<file path="src/rtl/fpgacfg_pkg.sv">
// Shared types and frame constants for the FPGA-config SPI responder.
package fpgacfg_pkg;

  typedef enum logic [1:0] {
    IDLE,
    CMD,
    DATA,
    DONE
  } state_t;

  localparam int unsigned FRAME_BITS = 32;
  localparam int unsigned CMD_BITS   = 16;
  localparam int unsigned DATA_W     = 16;

endpackage

</file>
<file path="src/rtl/fpgacfg_spi_slave_sync_edge.sv">
// 2-FF synchronizer with rise/fall pulses from the synchronized value vs. its delayed copy.
module sync_edge (
  input  logic clk,
  input  logic reset_n,
  input  logic d,
  output logic rise,
  output logic fall
);

  // sr[1] is the synchronized level, sr[2] its one-cycle-delayed copy
  logic [2:0] sr;

  always_ff @(posedge clk) begin
    if (!reset_n) sr <= '0;
    else          sr <= {sr[1:0], d};
  end

  assign rise = sr[1] & ~sr[2];
  assign fall = ~sr[1] & sr[2];

endmodule

</file>
<file path="src/rtl/fpgacfg_spi_slave.sv">
// SPI mode-0 responder: oversampled 32-bit frame decode into single-cycle register-bank strobes.
module fpgacfg_spi_slave
  import fpgacfg_pkg::*;
#(
  parameter logic [14:0] BASE_ADDR = 15'h0000,
  parameter int unsigned AW        = 5
) (
  input  logic              clk,
  input  logic              reset_n,
  input  logic              sclk,
  input  logic              mosi,
  input  logic              ss_n,
  output logic              miso,
  output logic              miso_oe,
  output logic [AW-1:0]     reg_addr,
  output logic [DATA_W-1:0] reg_wdata,
  output logic              reg_wr,
  output logic              reg_rd,
  input  logic [DATA_W-1:0] reg_rdata
);

  state_t state_q, state_d;

  logic                  sclk_rise, sclk_fall;
  logic [1:0]            mosi_ff, ss_ff;
  logic                  mosi_s, ss_s, ss_prev, ss_fall;
  logic [4:0]            cnt_q;
  logic [FRAME_BITS-2:0] sh_q;
  logic [FRAME_BITS-1:0] frame_c;
  logic [14:0]           cmd_off, frm_off;
  logic                  in_frame, edge_ok, cmd_evt, frame_evt;
  logic                  rd_hit, wr_hit, ld_q;
  logic [DATA_W-1:0]     out_sr;

  sync_edge u_sclk_sync (
    .clk     (clk),
    .reset_n (reset_n),
    .d       (sclk),
    .rise    (sclk_rise),
    .fall    (sclk_fall)
  );

  // Left unreset so a reset during an active frame cannot fake an ss_n falling edge
  always_ff @(posedge clk) begin
    mosi_ff <= {mosi_ff[0], mosi};
    ss_ff   <= {ss_ff[0], ss_n};
  end

  assign mosi_s   = mosi_ff[1];
  assign ss_s     = ss_ff[1];
  assign ss_fall  = ss_prev & ~ss_s;
  assign in_frame = (state_q == CMD) || (state_q == DATA);
  assign edge_ok  = sclk_rise & ~ss_s & in_frame;

  // The 32nd frame bit is taken straight from mosi on the final edge
  assign frame_c = {sh_q, mosi_s};
  assign cmd_off = frame_c[CMD_BITS-2:0] - BASE_ADDR;
  assign frm_off = frame_c[FRAME_BITS-2:CMD_BITS] - BASE_ADDR;
  assign rd_hit  = cmd_evt & ~frame_c[CMD_BITS-1] & ((cmd_off >> AW) == '0);
  assign wr_hit  = frame_evt & frame_c[FRAME_BITS-1] & ((frm_off >> AW) == '0);
  assign miso    = out_sr[DATA_W-1];

  always_ff @(posedge clk) begin
    if (!reset_n) state_q <= IDLE;
    else          state_q <= state_d;
  end

  always_comb begin
    state_d   = state_q;
    cmd_evt   = 1'b0;
    frame_evt = 1'b0;
    case (state_q)
      IDLE: if (ss_fall) state_d = CMD;
      CMD: begin
        if (ss_s) state_d = IDLE;
        else if (edge_ok && cnt_q == 5'(CMD_BITS - 1)) begin
          cmd_evt = 1'b1;
          state_d = DATA;
        end
      end
      DATA: begin
        if (ss_s) state_d = IDLE;
        else if (edge_ok && cnt_q == 5'(FRAME_BITS - 1)) begin
          frame_evt = 1'b1;
          state_d   = DONE;
        end
      end
      DONE: if (ss_s) state_d = IDLE;
      default: state_d = IDLE;
    endcase
  end

  always_ff @(posedge clk) begin
    if (!reset_n) begin
      ss_prev   <= 1'b0;
      cnt_q     <= '0;
      sh_q      <= '0;
      out_sr    <= '0;
      miso_oe   <= 1'b0;
      ld_q      <= 1'b0;
      reg_wr    <= 1'b0;
      reg_rd    <= 1'b0;
      reg_addr  <= '0;
      reg_wdata <= '0;
    end else begin
      ss_prev <= ss_s;
      reg_rd  <= rd_hit;
      reg_wr  <= wr_hit;
      ld_q    <= reg_rd;

      if (state_q == IDLE) cnt_q <= '0;
      else if (edge_ok)    cnt_q <= cnt_q + 5'd1;

      if (edge_ok) sh_q <= frame_c[FRAME_BITS-2:0];

      if (rd_hit) reg_addr <= cmd_off[AW-1:0];
      if (wr_hit) begin
        reg_addr  <= frm_off[AW-1:0];
        reg_wdata <= frame_c[DATA_W-1:0];
      end

      // bit15 is already on miso at the load; the first DATA falling edge precedes any
      // data-phase sample, so shifting starts only after the 17th rising edge
      if (ld_q && !ss_s)
        out_sr <= reg_rdata;
      else if (sclk_fall && !ss_s && state_q == DATA && cnt_q > 5'(CMD_BITS))
        out_sr <= {out_sr[DATA_W-2:0], 1'b0};

      if (ss_s)      miso_oe <= 1'b0;
      else if (ld_q) miso_oe <= 1'b1;
    end
  end

endmodule

</file>
<file path="config.mk">
export PLATFORM = sky130hd
export DESIGN_NAME = fpgacfg_spi_slave
export DESIGN_NICKNAME = d
export VERILOG_FILES = /design/src/rtl/fpgacfg_pkg.sv /design/src/rtl/fpgacfg_spi_slave_sync_edge.sv /design/src/rtl/fpgacfg_spi_slave.sv
export SDC_FILE = /design/constraint.sdc
export NUM_CORES = 1
export LEC_CHECK = 0
export ABC_AREA = 1
export CORE_ASPECT_RATIO = 1.25
export CORE_UTILIZATION = 50
export CTS_CLUSTER_DIAMETER = 80
export CTS_CLUSTER_SIZE = 40
export DETAILED_ROUTE_END_ITERATION = 8
export PLACE_DENSITY = 0.73
export SYNTH_ARGS = -nofsm -noshare
export SYNTH_HDL_FRONTEND = slang
export SYNTH_SLANG_ARGS = --single-unit
</file>
<file path="constraint.sdc">
create_clock -name clk -period 2.62 [get_ports clk]
set_input_delay 0.393 -clock clk [delete_from_list [all_inputs] [get_ports clk]]
set_output_delay 0.393 -clock clk [all_outputs]
set_load 0.02 [all_outputs]
</file>
==> results.md <==
- Post-synth EDFFs: 0
- CTS sink count: a little under 90
- Max-capacitance violation count: 0
- Post-synthesis compound-gate area fraction: 0.158
- ANT nets after route: 0
- Critical path depth in cells: 10
- Synth top cells by count: 92 x nor2_1, 87 x dfxtp_1, 83 x nand2_1
- Avg Cell Area, Syn: 7.48 sq um
- Outcome: finished clean
- Async SR Flop Fraction: 0
- Ranking of synthesized cells by area: dfxtp_1 49%, nor2_1 9.6%, nand2_1 8.7%
- Gr ovfl total: 0
- # port buffers: 45
- Max-slew violations: 0
- Top FF cell, synth: dfxtp_1
- Buf+Inv Stages, Crit Path: 3
- Setup Skew: 7.88 ps
- Top cell type's share of synthesized area: 0.485
- Fin area: 4270 sq um
- Post-Synthesis Cell Area: approximately 3600 sq um
- Arr. time, crit path: 2420 ps
- Finished Layout Cells: 613
- Power per Cell Area: 641 nW/um^2
- Post-CTS Resized: 0
- Core Box Area: 6930 sq um
- Multi-input gate area: roughly 1500 sq um
- CTS Buffer Depth: 2
- CP startpoint kind: register
- Final wirelength: 7290 um
- Post-synthesis net count: 509
- Iteration-0 DRC Markers: 170
- Vias in the first global route: 2817
- RD Place Congestion: roughly 0.8
- Placed insts: between 500 and 600
- Later-pin clock latency in the skew report: 350 ps
- Hpwl dp: 4740 um
- Hold path depth: 0
- Count of final setup violators: 0
- Simple-gate share of the synthesized area: 0.234
- Delay-heaviest family, CP: simple AND/OR/NAND/NOR gates
- Post-DP Area: 4070 sq um
- Initial antenna violation count: 0
- Post-synth cell types: 24
- Largest net degree at the start of global routing: 50
- DIE HEIGHT: 96.8 um
- CTS tree: yes
- Final worst-path cycle share: 0.830
- XOR/XNOR Fraction of Synth Area: 0
- Boundary Pins: 46
- Period minus WS final: 2170 ps
- Relative slew slack: 0.705
- Initial Util: 0.518
- DR pass1 iterations: 6
- Yosys warnings: 0
- WS Path Type: register to register
- Hold Slack: 340 ps
- Post-detailed-route wirelength per cell: 11.9 um
- CP Data Required Time: between 2000 and 3000 ps
- Setup TNS Final: 0 ps
- Tightest Pin Transition: 442 ps
- CP cell instances: inv_1 -> ha_1 -> nand2_1 -> inv_1 -> nand2_2 -> buf_4 -> o21ai_0 -> nand3_1 -> nor2_1 -> nor2_1
- Reg area: 1740 sq um
- Ant diodes: 0
- Fill cells: 659
- # H-tree levels: 3
- FF-to-FF path depth: 10
- Seq/Total Area, Yosys: 0.485
- Layout cells sized above 1: 0.0631
- CP peak stage delay: 380 ps
- RSZ-0062 raised after global routing: no
- Num CTS Buffers: 9
- GR Util All Layers: 0.208
- Seq cells post-synth: 87
- Final hold violations: 0
- Area leader, netlist: dfxtp_1
- Via count: 3028
- Most frequent cell after synthesis: nor2_1
- Die W: 77.8 um
- Total die area: ~7500 sq um
- Post-CTS Hold Buffers: 0
- Slowest CP cell: dfxtp_1
- Nets: roughly 550
- Fin util: 0.615
- Clock transition at path regs: 90 ps
- Main combinational cell family by area after synthesis: simple AND/OR/NAND/NOR gates
- Drc violations: 0
- Synth Instances: 480
- P&R area growth vs syn: 18.8%
- Leakage power: 1.74 nW
- Hold Crit Class: register to register
- Crit path max fanout: 25
- Row cnt: 34
- Mux cell area share after synthesis: 0
- Post-CTS Setup Bufs: 0
- Crit end category: register
- Maximum VDD drop: 0.000378 V
- Adder-cell share of the synthesized area: 0.0279
- First-pass GRT wire length: roughly 13000 um
- DR vias/cell: approximately 5
- Root Buffer: clkbuf_8
- Max Freq: around 460 MHz
[power breakdown]
group,total (mW),leakage (nW),switching (mW),internal [mW]
sequential,1.42,0.704,0.0423,1.37
combinational,0.368,0.934,0.224,0.144
clock,0.952,0.101,0.501,0.451
[cell type report]
cell class              instances  share of cell area
multi-input cells             315               0.354
flip-flops and latches         87               0.408
repair buffers                 52               0.118
clock inverters                 7              0.0182
inverters                      53              0.0466
clock buffers                   9              0.0290
well taps                      90              0.0264
[per-stage QoR]
step	worst slack, ps	total power [mW]
2_1_floorplan	955	1.70
3_3_place_gp	593	1.80
3_5_place_dp	507	1.81
4_1_cts	481	2.75
5_1_grt	218	2.88
6_report	447	2.74
[cell usage in the layout, fill, tap and decap left out]
master | netlist | final
nor2_1 | 92 | 92
inv_1 | 51 | 51
nand2_2 | 2 | 2
ha_1 | 8 | 8
inv_2 | 2 | 2
nand2_1 | 83 | 83
nor3_1 | 4 | 4
nand4_2 | 1 | 1
a21oi_1 | 45 | 45
inv_6 | 0 | 3
clkinv_4 | 0 | 1
o21a_1 | 15 | 15
nand3_1 | 5 | 5
a22oi_1 | 2 | 2
nor2_2 | 3 | 3
nand2_4 | 1 | 1
nand3_2 | 1 | 1
bufinv_16 | 0 | 1
nor3b_1 | 4 | 4
clkinvlp_4 | 0 | 1
o21ai_0 | 43 | 43
clkinv_2 | 0 | 1
buf_4 | 0 | 7
nand3b_1 | 5 | 5
nand4_1 | 1 | 1
clkdlybuf4s50_1 | 0 | 45
dfxtp_1 | 87 | 87
clkbuf_8 | 0 | 9
[worst register-to-register path: stages (launching register included)]
cell and delay, ps:
dfxtp_1 380, inv_1 90, ha_1 280, nand2_1 40
inv_1 60, nand2_2 230, buf_4 310, o21ai_0 280
nand3_1 190, nor2_1 140, nor2_1 60
[routing by layer]
layer,up-vias,track usage,wire length [um]
met4,0,0.0885,152
met5,-,0,0
met2,60,0.339,3350
met3,14,0.0472,290
li1,1587,-,-
met1,1367,0.261,3490
[logic make-up (layout without fill, tap and decap cells)]
| group | count (synthesis) | after routing |
|---|---|---|
| compound gates | 105 | 105 |
| flops | 87 | 87 |
| buf+inv | 78 | 121 |
| simple gates | 202 | 202 |
| fa+ha+maj | 8 | 8 |
[flip-flops by register name, indices dropped and copies added (netlist names)]
signal	flops
state_q	2
mosi_ff	2
ss_prev	1
ss_ff	2
miso_oe	1
u_sclk_sync.sr	3
reg_rd	1
reg_wr	1
reg_addr	5
out_sr	16
reg_wdata	16
ld_q	1
cnt_q	5
sh_q	31
[final timing paths]
kind | slack [ps] | from | end
worst min-delay path | 340 | ss_ff[0] | ss_ff[1]
worst max register to register | 450 | state_q[0] | state_q[0]
worst max-delay path | 450 | state_q[0] | state_q[0]
worst min register to register | 340 | ss_ff[0] | ss_ff[1]
Note: power is estimated with default switching activity, not from simulation.
